[config.mk]
export PLATFORM = sky130hd
export DESIGN_NAME = rom_arbiter_flat
export DESIGN_NICKNAME = d
export VERILOG_FILES = /design/src/rtl/rom_arbiter_if.sv /design/src/rtl/rom_arbiter.sv /design/src/flat_wrapper.sv
export SDC_FILE = /design/constraint.sdc
export NUM_CORES = 1
export LEC_CHECK = 0
export CORE_MARGIN = 3
export CORE_UTILIZATION = 25
export CTS_BUF_LIST = sky130_fd_sc_hd__clkbuf_2 sky130_fd_sc_hd__clkbuf_4 sky130_fd_sc_hd__clkbuf_8
export DETAILED_ROUTE_END_ITERATION = 10
export GPL_TIMING_DRIVEN = 0
export PLACE_DENSITY_LB_ADDON = 0.25
export SLEW_MARGIN = 20
export SYNTH_ARGS = -nofsm -noshare
export SYNTH_HDL_FRONTEND = slang
export SYNTH_SLANG_ARGS = --single-unit
[constraint.sdc]
create_clock -name clk -period 2.9 [get_ports clk]
set_clock_uncertainty 0.05 [all_clocks]
set_input_delay 0.58 -clock clk [delete_from_list [all_inputs] [get_ports clk]]
set_output_delay 0.58 -clock clk [all_outputs]
set_load 0.01 [all_outputs]
[src/rtl/rom_arbiter_if.sv]
// rom_arbiter_if: requester-side and ROM-side signals of rom_arbiter.
// slave is the arbiter's view; master is the view of whoever drives the requesters and the ROM.
interface rom_arbiter_if #(parameter int size_addr = 8);
  logic                 m0_req, m1_req, m0_ack, m1_ack;
  logic [size_addr-1:0] m0_addr, m1_addr;
  logic [1:0]           m0_len, m1_len;
  logic [31:0]          m0_data, m1_data;
  logic                 rom_read, rom_ready;
  logic [size_addr-1:0] rom_address;
  logic [7:0]           rom_data;
  modport master (
    output m0_req, m0_addr, m0_len, m1_req, m1_addr, m1_len, rom_ready, rom_data,
    input  m0_ack, m0_data, m1_ack, m1_data, rom_read, rom_address
  );
  modport slave (
    input  m0_req, m0_addr, m0_len, m1_req, m1_addr, m1_len, rom_ready, rom_data,
    output m0_ack, m0_data, m1_ack, m1_data, rom_read, rom_address
  );
endinterface

[src/rtl/rom_arbiter.sv]
// rom_arbiter: shares one 8-bit ROM read port between fetch (port 0) and load (port 1),
// assembling 1-4 bytes little-endian. Define ROM_ARB_FIXED_PRIO_EN for fixed priority (port 0 wins ties).
module rom_arbiter #(parameter int size_addr = 8) (
  input logic clk,
  input logic rst_n,
  rom_arbiter_if.slave bus
);
  localparam logic [1:0] IDLE = 2'd0, ISSUE = 2'd1, DRAIN = 2'd2, DONE = 2'd3;
  logic [1:0]           state_q, state_d;
  logic                 owner_q, owner_d;
  logic [size_addr-1:0] base_q, base_d, rom_address_q, rom_address_d;
  logic [2:0]           n_q, n_d, ic_q, ic_d, rc_q, rc_d;
  logic [31:0]          res_q, res_d, m0_data_q, m0_data_d, m1_data_q, m1_data_d;
  logic                 rom_read_q, rom_read_d, m0_ack_q, m0_ack_d, m1_ack_q, m1_ack_d;
  logic                 cap, sel1;
`ifdef ROM_ARB_FIXED_PRIO_EN
  assign sel1 = bus.m1_req & ~bus.m0_req;
`else
  logic last_q, last_d;
  // last_q = 1 means port 1 was served last, so port 0 wins the next tie
  assign sel1 = bus.m1_req & (~bus.m0_req | ~last_q);
  assign last_d = (state_q == DONE) ? owner_q : last_q;
  always_ff @(posedge clk or negedge rst_n)
    if (!rst_n) last_q <= 1'b1;
    else last_q <= last_d;
`endif
  // bytes arriving while idle are stale and dropped
  assign cap = (state_q != IDLE) & bus.rom_ready & (rc_q < n_q);
  always_comb begin
    state_d = state_q;
    owner_d = owner_q;
    base_d = base_q;
    n_d = n_q;
    ic_d = ic_q;
    rc_d = cap ? rc_q + 3'd1 : rc_q;
    res_d = res_q;
    if (cap) res_d[{rc_q[1:0], 3'b000} +: 8] = bus.rom_data;
    rom_read_d = rom_read_q;
    rom_address_d = rom_address_q;
    m0_ack_d = 1'b0;
    m1_ack_d = 1'b0;
    m0_data_d = m0_data_q;
    m1_data_d = m1_data_q;
    case (state_q)
      IDLE: if (bus.m0_req | bus.m1_req) begin
        state_d = ISSUE;
        owner_d = sel1;
        base_d = sel1 ? bus.m1_addr : bus.m0_addr;
        n_d = {1'b0, (sel1 ? bus.m1_len : bus.m0_len)} + 3'd1;
        ic_d = '0;
        rc_d = '0;
        res_d = '0;
        rom_read_d = 1'b1;
        rom_address_d = base_d;
      end
      ISSUE: begin
        ic_d = ic_q + 3'd1;
        rom_read_d = ic_d < n_q;
        rom_address_d = base_q + size_addr'(ic_d);
        state_d = (ic_d < n_q) ? ISSUE : DRAIN;
      end
      DRAIN: if (cap && rc_d == n_q) begin
        state_d = DONE;
        m0_ack_d = ~owner_q;
        m1_ack_d = owner_q;
        m0_data_d = owner_q ? m0_data_q : res_d;
        m1_data_d = owner_q ? res_d : m1_data_q;
      end
      default: state_d = IDLE;
    endcase
  end
  always_ff @(posedge clk or negedge rst_n)
    if (!rst_n) begin
      state_q <= IDLE;
      owner_q <= 1'b0;
      base_q <= '0;
      n_q <= '0;
      ic_q <= '0;
      rc_q <= '0;
      res_q <= '0;
      rom_read_q <= 1'b0;
      rom_address_q <= '0;
      m0_ack_q <= 1'b0;
      m1_ack_q <= 1'b0;
      m0_data_q <= '0;
      m1_data_q <= '0;
    end else begin
      state_q <= state_d;
      owner_q <= owner_d;
      base_q <= base_d;
      n_q <= n_d;
      ic_q <= ic_d;
      rc_q <= rc_d;
      res_q <= res_d;
      rom_read_q <= rom_read_d;
      rom_address_q <= rom_address_d;
      m0_ack_q <= m0_ack_d;
      m1_ack_q <= m1_ack_d;
      m0_data_q <= m0_data_d;
      m1_data_q <= m1_data_d;
    end
  assign bus.rom_read = rom_read_q;
  assign bus.rom_address = rom_address_q;
  assign bus.m0_ack = m0_ack_q;
  assign bus.m1_ack = m1_ack_q;
  assign bus.m0_data = m0_data_q;
  assign bus.m1_data = m1_data_q;
endmodule

[src/flat_wrapper.sv]
// flat-port wrapper written by rule: the top's interface ports become plain ports
module rom_arbiter_flat 
#(parameter int size_addr = 8)
  (clk, rst_n, bus_m0_req, bus_m0_addr, bus_m0_len, bus_m1_req, bus_m1_addr, bus_m1_len, bus_rom_ready, bus_rom_data, bus_m0_ack, bus_m0_data, bus_m1_ack, bus_m1_data, bus_rom_read, bus_rom_address);
  rom_arbiter_if #(.size_addr(size_addr)) bus_i ();
  input logic clk;
  input logic rst_n;
  input wire logic [$bits(bus_i.m0_req)-1:0] bus_m0_req;
  input wire logic [$bits(bus_i.m0_addr)-1:0] bus_m0_addr;
  input wire logic [$bits(bus_i.m0_len)-1:0] bus_m0_len;
  input wire logic [$bits(bus_i.m1_req)-1:0] bus_m1_req;
  input wire logic [$bits(bus_i.m1_addr)-1:0] bus_m1_addr;
  input wire logic [$bits(bus_i.m1_len)-1:0] bus_m1_len;
  input wire logic [$bits(bus_i.rom_ready)-1:0] bus_rom_ready;
  input wire logic [$bits(bus_i.rom_data)-1:0] bus_rom_data;
  output wire logic [$bits(bus_i.m0_ack)-1:0] bus_m0_ack;
  output wire logic [$bits(bus_i.m0_data)-1:0] bus_m0_data;
  output wire logic [$bits(bus_i.m1_ack)-1:0] bus_m1_ack;
  output wire logic [$bits(bus_i.m1_data)-1:0] bus_m1_data;
  output wire logic [$bits(bus_i.rom_read)-1:0] bus_rom_read;
  output wire logic [$bits(bus_i.rom_address)-1:0] bus_rom_address;
  assign bus_i.m0_req = bus_m0_req;
  assign bus_i.m0_addr = bus_m0_addr;
  assign bus_i.m0_len = bus_m0_len;
  assign bus_i.m1_req = bus_m1_req;
  assign bus_i.m1_addr = bus_m1_addr;
  assign bus_i.m1_len = bus_m1_len;
  assign bus_i.rom_ready = bus_rom_ready;
  assign bus_i.rom_data = bus_rom_data;
  assign bus_m0_ack = bus_i.m0_ack;
  assign bus_m0_data = bus_i.m0_data;
  assign bus_m1_ack = bus_i.m1_ack;
  assign bus_m1_data = bus_i.m1_data;
  assign bus_rom_read = bus_i.rom_read;
  assign bus_rom_address = bus_i.rom_address;
  rom_arbiter #(.size_addr(size_addr)) u_core (.clk(clk), .rst_n(rst_n), .bus(bus_i));
endmodule
Yosys cells after proc, flatten, opt, wreduce, memory -nomap -nowiden:

Cells that the tools add are included.

* bitwise logic cells: 8
* multiplexer cells: 23
* add/sub/neg operators: 5
* reduce and logical (&&, ||, !) cells: 9
* shifts and indexed selects: 2
* $lt $le $gt $ge: 2
* equality and inequality tests: 6

Operator list (number)
* $mux W32: 3
* $bwmux W32: 1
* $shift A8 B7 Y32 const A: 1
* $shiftx A8 B7 Y32: 1
* $mux W8: 2
* $pmux W8 S2: 1
* $mux W3: 4
* $add A8 B3 Y8: 1
* $mux W2: 4
* $neg A5 Y7: 1
* $add A3 B1 Y3 const B: 2
* $lt A3 B3 Y1: 2
* $pmux W2 S3: 1
* $pmux W3 S2: 1
* $reduce_and A2 Y1: 3
* $reduce_and A3 Y1: 2
* $mux W1: 5
* $eq A2 B2 Y1 const B: 2
* $ne A2 B1 Y1 const B: 2
* $reduce_bool A2 Y1: 2
* $add A2 B1 Y3 const B: 1
* $and A1 B1 Y1: 3
* $eq A3 B3 Y1: 1
* $not A1 Y1: 3
* 5 further kinds: 6

* input port bits: 33
* word-level logic and storage cells: 69
* output and inout port bits: 75
* register bits after elaboration: 128

Longest topological paths before layout:

Gate-level depths: netlist (run 1).

* word-level depth: 8
* gate-level depth with buffers: 9
* gate-level depth less buffers: 8

Worst setup path after synthesis (run 1):

No wires, ideal clock.

* kind: register to register
* start: register u_core.rc_q[0]
* end: register u_core.m1_data_q[0], in the netlist u_core.bus.m1_data[0]
* data required time: 2.725 ns
* library setup time: 0.125 ns
* buffers on the path: 3
* slack: 0.275 ns
* cell stages (with the launch flop): 10
* clock period less this slack: 2.625 ns
* arrival time: 2.450 ns
* cell sequence: dfrtp_1 -> buf_6 -> inv_1 -> ha_1 -> xor2_1 -> or4_4 -> or3_1 -> buf_6 -> buf_6 -> mux2_4

* word-level cells in the longest chain between the ends: 6
* elaborated cells between the ends (all ways): 12
* those cells by class: add/sub: 2; order compare: 1; eq/ne: 1; shift: 2; mux: 3; bitwise: 1; reduce/logical: 2

Ends and longest elaborated chain
* from (decl): RTL line rom_arbiter.sv:12 `logic [2:0] n_q, n_d, ic_q, ic_d, rc_q, rc_d;`
* from (signal assigned): RTL line rom_arbiter.sv:93 `rc_q <= rc_d;`
* parallel branches: the longest is 6 deep, another holds $neg A5 Y7
* to (signal assigned): RTL line rom_arbiter.sv:100 `m1_data_q <= m1_data_d;`
* to (decl): RTL line rom_arbiter.sv:13 `logic [31:0] res_q, res_d, m0_data_q, m0_data_d, m1_data_q, m1_data_d;`

Several ways; the timed one is not identified.
A chain may end at the register's enable or synchronous reset.

Worst setup path in the final report (run 1):

* start: register u_core.rc_q[0]
* end: register u_core.m1_data_q[28], in the netlist u_core.bus.m1_data[28]

The elaborated chain is that of the path after synthesis.

==> summary.txt, run 1 <==
HP Class: reg2reg
Reg clk slew, reported paths: 0.07 ns
CP required: 3.18 ns
Gr ovfl total: 0
Crit end category: flip-flop
Synth top area share: 53.9%
Primary FF master, synth: dfrtp_1
Vias in the first global route: 4324
Vias per cell: 4.41
Die Ht: 160 um
TritonCTS Buffers: 17
PortBufs: 107
Die X-Extent: 160 um
End-of-flow core utilization: 34.3%
Worst reg2reg endpoint: u_core.bus.m1_data[28]
Ant. Diodes: 0
Root Buffer: clkbuf_8
Drt first-iter violations: 165
Via count: 4014
Number of synthesized flops with an enable pin: 0
CP Max Fanout: 10
Setup CP Type: reg2reg
Cell taking the most area after synthesis: dfrtp_1
R2R Path Start: u_core.rc_q[0]
Drt total wl: 15.2 mm
Setup_tns: 0 ns
RSZ-0062 raised after global routing: false
Hold depth: 1
Slew margin rel.: 27.7%
Synth Warn #: 0
Worst vdd ir: 0.000320 V
Worst Path Arrival: 3.06 ns
Initial antenna violation count: 0
Clock latency on the worst-skew pair: 0.45 ns
Startpoint types: flip-flop
Avg Inst Size Synth: 13.0 sq um
CTS tree: yes
Cells on worst reg2reg path: 9
Final ANT Viol Nets: 0
Max cap viols: 0
Initial Utilization: 25.7%
Global placer's final weighted congestion: 0.714
Mapped Area: 0.00590 sq mm
Drt drc: 0
Layout area overhead: 33.4%
IO Pins: 108
Post-synth cell types: 38
Seq/Total Area, Yosys: 54.4%
Reg-to-reg setup timing slack: 0.12 ns
# clock sinks: 128
Ys async rst share: 100%
Synth area leaders: dfrtp_1, mux2_4, mux2_2, a21boi_0, and2_1
Clock Path Buffers: 2
Cell count after synthesis: 453
H-tree depth: 4
Final #Nets: 634
Fin area: 0.00787 sq mm
P_leak: 0.00367 uW
Yosys reg bits: 128
Hold path start: u_core.base_q[0]
Area after DPL: 0.00739 sq mm
Hold Path Sink: u_core.base_q[0]
Syn nets: 502
Die area: 0.0255 sq mm
Post-detail-place hpwl: 10.8 mm
Drt first pass iters: 4
Hold Violations, Final: 0
Min cycle time layout: 2.78 ns
Crit-path cells: buf_6 -> inv_2 -> ha_2 -> xor2_1 -> or4_4 -> or3_1 -> buf_6 -> buf_6 -> mux2_4
Slowest-stage cell, CP: or4_4
Top cell by count, worst path: buf_6
Largest net degree at the start of global routing: 71
Status: finished clean
Pwr/cell area: 757 mW/mm^2
Gr usage total: 12.4%
Core Area: 0.0229 sq mm
Fmax: 360 MHz
Final setup viols: 0
Tightest Pin Transition: 1.08 ns
Layout cells sized above 1: 25.0%
Worst path max stage delay: 0.45 ns
Placement row count: 55
First-pass GRT wire length: 24.5 mm
Final Cycle Share: 95.8%
Wire per inst: 16.7 um
Slew Limit Fails: 0
layer usage:
layer	global-route usage, %	up-vias	routed length, um
li1	-	1875	-
met1	15.8	2023	7000
met2	19.4	89	7100
met3	4.08	27	692
met4	5.33	0	384
met5	0	-	0
sequential cells by signal (all words and copies together) (netlist names), 2 cells and up:
register / cells
u_core.bus.m0_data: 32
u_core.bus.m1_data: 32
u_core.res_q: 32
u_core.base_q: 8
u_core.bus.rom_address: 8
u_core.ic_q: 3
u_core.n_q: 3
u_core.rc_q: 3
u_core.state_q: 2
cells in the mapped netlist, drive strengths merged, types with 9 or more instances:
library cell / n
a21o: 9
a21boi: 34
nand2: 16
ha: 15
and2: 38
clkbuf: 12
buf: 12
dfrtp: 127
mux2: 67
nor2: 15
o21ai: 14
a31o: 32
what timing repair did:
item | in CTS | in global routing
hold buffers | 1 | 0
gates resized for setup | 2 | 3
pin swaps | 1 | 1
endpoints found under the hold margin | 12 | 0
setup buffers | 3 | 1
endpoints found under the setup margin | 29 | 58
report_power, final:
part	switching, uW	internal (uW)	total (uW)
clock	698	956	1650
combinational	1150	881	2030
sequential	205	2070	2270
cell type report:
cell class,instances,area [sq um]
fillers,2258,15100
repair buffers,113,1140
plain buffers,24,139
multi-input cells,293,2530
well taps,313,392
inverters,8,30.0
flip-flops and latches,128,3210
clock buffers,20,256
clock inverters,11,165
worst max-delay path: cells and delay by family (launching register included):
family | cells | cell delay, ns
multiplexers | 1 | 0.30
AND/OR/NAND/NOR | 2 | 0.83
flip-flops | 1 | 0.44
adder cells (fa/ha/maj) | 1 | 0.32
buffers and inverters | 4 | 0.56
XOR/XNOR | 1 | 0.16
through the flow:
step                hold WS [ns]  total power [uW]  setup WS [ns]  cells
floorplan                  0.234              3540          0.275    453
global placement           0.419              4250          -3.94    873
detailed placement         0.423              4310         -0.293    874
CTS                        0.441              6030         0.0154    909
global route               0.448              6370         0.0352    910
finish                     0.441              5950          0.123    910
cells by family (layout without fill, tap and decap cells):
| group | after synthesis | in the layout | share of synthesized area, % |
|---|---|---|---|
| multiplexers | 75 | 75 | 16.0 |
| adder cells (fa/ha/maj) | 16 | 16 | 3.52 |
| XOR/XNOR | 13 | 13 | 1.93 |
| AO/OA/AOI/OAI | 104 | 104 | 13.5 |
| AND/OR/NAND/NOR | 85 | 85 | 7.83 |
| flip-flops | 128 | 128 | 54.4 |
| buffers and inverters | 32 | 176 | 2.82 |
cell usage in the layout (no fill, tap or decap), drive strengths merged, types with 4 or more instances in the layout:
cell and n:
a21boi 34, a21o 9, a21oi 6, a31o 32, and2 38, buf 18
bufinv 4, clkbuf 32, clkdlybuf4s50 106, clkinv 6, dfrtp 127, ha 15
inv 8, mux2 67, mux2i 8, nand2 16, nor2 15, o21ai 14
xnor2 7, xor2 6
worst max path at each step:
stage	from	end	slack, ns	cells past startpoint
floorplan	u_core.rc_q[0]	u_core.bus.m1_data[0]	0.27	9
global placement	rst_n	u_core.bus.m1_data[10]	-3.94	1
detailed placement	u_core.rc_q[0]	u_core.bus.m0_data[18]	-0.29	8
CTS	u_core.rc_q[0]	u_core.bus.m1_data[18]	0.02	9
global route	u_core.rc_q[0]	u_core.bus.m1_data[28]	0.04	9
finish	u_core.rc_q[0]	u_core.bus.m1_data[28]	0.12	9
Power figures use the tool's default switching activity.
==> run 2: changes to the inputs <==
SLEW_MARGIN = unset   (was 20)
TNS_END_PERCENT = 30   (was unset)
clock period = 2.6 ns   (was 2.9 ns; I/O delays follow)
==> run 2 against run 1 <==
  * Final cell count increased by 1.1%
  * First-iteration DRC count fell by 20%
  * Sequential share of layout area down 1.2 points
  * Non-clock buffer count up 11
  * Via count decreased by 1.1%
  * Utilization grew 1.1 points
  * Critical path depth is 1 lower
  * Maximum frequency is 7.5% higher
  * Register-to-register slack got worse by 0.11 ns
  * Worst setup slack got worse by 0.11 ns
  * Count of clock-buffer cells in the layout down 1
  * Combinational power rose by 22%
  * Critical endpoint is now u_core.bus.m1_data[0]
  * Largest cell class unchanged
  * Highest routed layer unchanged
==> summary.txt, run 2 (same netlist as run 1, synthesis figures left out) <==
Layout area overhead: 37.6%
Placement row count: 55 (unchanged)
Vias in the first global route: 4228 (-2.2%)
Die Ht: 160 um (unchanged)
Min cycle time layout: 2.58 ns (-0.195 ns)
CP required: 2.87 ns (-0.31 ns)
Commonest non-fill, non-tap cell in the layout: dfrtp_1
Largest net degree at the start of global routing: 72 (+1.4%)
Hold Violations, Final: 0 (unchanged)
CP Max Fanout: 6 (-4)
Status: finished clean
Max cap viols: 0 (unchanged)
Tightest Pin Transition: 0.976 ns (-0.105 ns)
PortBufs: 107 (unchanged)
Drt first-iter violations: 132 (-20%)
Wire per inst: 16.5 um (-1.0%)
Crit end category: flip-flop
Gr usage total: 12.1% (-0.31 points)
Die X-Extent: 160 um (unchanged)
IO Pins: 108 (unchanged)
CTS tree: yes
Cells on worst reg2reg path: 8 (-1)
Gr ovfl total: 0 (unchanged)
Reg clk slew, reported paths: 0.08 ns (about the same)
Area after DPL: 0.00740 sq mm (+0.12%)
Final Cycle Share: 99.3% (+3.6 points)
Slew margin rel.: 34.8% (+7.0 points)
Fillers: 2209 (-2.2%)
Final ANT Viol Nets: 0 (unchanged)
Global placer's final weighted congestion: 0.727 (+1.8%)
Clock latency on the worst-skew pair: 0.44 ns (about the same)
Drt drc: 0 (unchanged)
Final Non-Filler Cells: 920 (+1.1%)
Layout cells sized above 1: 28.2% (+3.2 points)
Startpoint types: flip-flop
Fin area: 0.00811 sq mm (+3.1%)
Power, Total: 6970 uW (+17%)
Slew Limit Fails: 0 (unchanged)
# clock sinks: 128 (unchanged)
Drt total wl: 15.2 mm (about the same)
Worst vdd ir: 0.000319 V (-0.25%)
Initial Utilization: 25.7% (unchanged)
End-of-flow core utilization: 35.4% (+1.1 points)
Fmax: 387 MHz (+7.5%)
Pwr/cell area: 859 mW/mm^2 (+13%)
Final #Nets: 645 (+1.7%)
First-pass GRT wire length: 23.8 mm (-2.6%)
Post-detail-place hpwl: 10.7 mm (-1.5%)
H-tree depth: 4 (unchanged)
Min Hold Slack: 0.0298 ns (-0.411 ns)
R2R Path Start: u_core.rc_q[1]
Worst reg2reg endpoint: u_core.bus.m1_data[0]
Ant. Diodes: 0 (unchanged)
Final setup viols: 0 (unchanged)
Most frequent cells in the layout: dfrtp_1, clkdlybuf4s50_1, mux2_2
TritonCTS Buffers: 17 (unchanged)
P_leak: 0.00377 uW (+2.7%)
RSZ-0062 raised after global routing: true
Initial antenna violation count: 0 (unchanged)
HP Class: in2async
Core Area: 0.0229 sq mm (unchanged)
Die area: 0.0255 sq mm (unchanged)
Via count: 3968 (-1.1%)
Vias per cell: 4.31 (-2.2%)
Drt first pass iters: 4 (unchanged)
Setup CP Type: reg2reg
Reg-to-reg setup timing slack: 0.02 ns (-0.11 ns)
Worst Path Arrival: 2.86 ns (-0.20 ns)
Placed Instances: 874 (unchanged)
Root Buffer: clkbuf_8
Clock Path Buffers: 2 (unchanged)
## run 2: cell types whose count changed in the layout (fill, tap and decap cells not counted), moves of 2 or more
cell,previous run,this run
buf_2,6,0
buf_4,5,19
clkinvlp_4,1,3
clkbuf_16,0,2
ha_1,14,12
inv_1,7,4
ha_4,0,3
buf_12,0,3
## run 2: worst max path at each step
stage | start | end
6_report | u_core.rc_q[1] | u_core.bus.m1_data[0]
5_1_grt | u_core.n_q[1] | u_core.bus.m1_data[11]
4_1_cts | u_core.rc_q[0] | u_core.bus.m1_data[1]
2_1_floorplan | u_core.rc_q[0] | u_core.bus.m1_data[0]
3_3_place_gp | rst_n | u_core.bus.m1_data[10]
3_5_place_dp | u_core.rc_q[0] | u_core.bus.m0_data[20]
## run 2: power breakdown
part / switching [uW] / internal (uW)
logic: 1320 / 1150
registers: 227 / 2310
clock network: 792 / 1160
## run 2: layer usage
layer,vias up,GRT usage [%],part of all wire [%]
met1,1988,15.8,47
met2,78,19.2,47
li1,1894,-,-
met4,0,4.02,0.97
met5,-,0,0
met3,8,3.67,4.4
## run 2: area by class of cell
| type | instances | area (sq um) | area share (%) |
|---|---|---|---|
| multi-input cells | 293 | 2580 | 31.9 |
| flip-flops and latches | 128 | 3210 | 39.5 |
| repair buffers | 127 | 1280 | 15.8 |
| clock inverters | 11 | 189 | 2.33 |
| plain buffers | 21 | 161 | 1.99 |
| clock buffers | 19 | 255 | 3.15 |
| well taps | 313 | 392 | 4.83 |
| inverters | 8 | 38.8 | 0.478 |
## run 2: repair_timing
item                       CTS  global route
setup endpoints to repair   92            57
hold buffers                 0             0
gates cloned                 0             2
resized for setup           17            14
buffers inserted             9             8
hold endpoints to repair     0             0
pin swaps                    5             3
## run 2: worst max-delay path, stage by stage (launching register included)
cell	delay, ns
dfrtp_2	0.44
buf_6	0.14
inv_6	0.05
ha_4	0.21
xor2_1	0.14
or4_4	0.44
or3_4	0.47
clkbuf_16	0.21
mux2_4	0.29
## run 2: per-stage QoR
stage	setup WS, ns	setup TNS [ns]
2_1_floorplan	0.0112	0
3_3_place_gp	-4.19	-554.05
3_5_place_dp	-0.538	-24.36
4_1_cts	-0.00428	-0.0128
5_1_grt	-0.0493	-1.30
6_report	0.0174	0
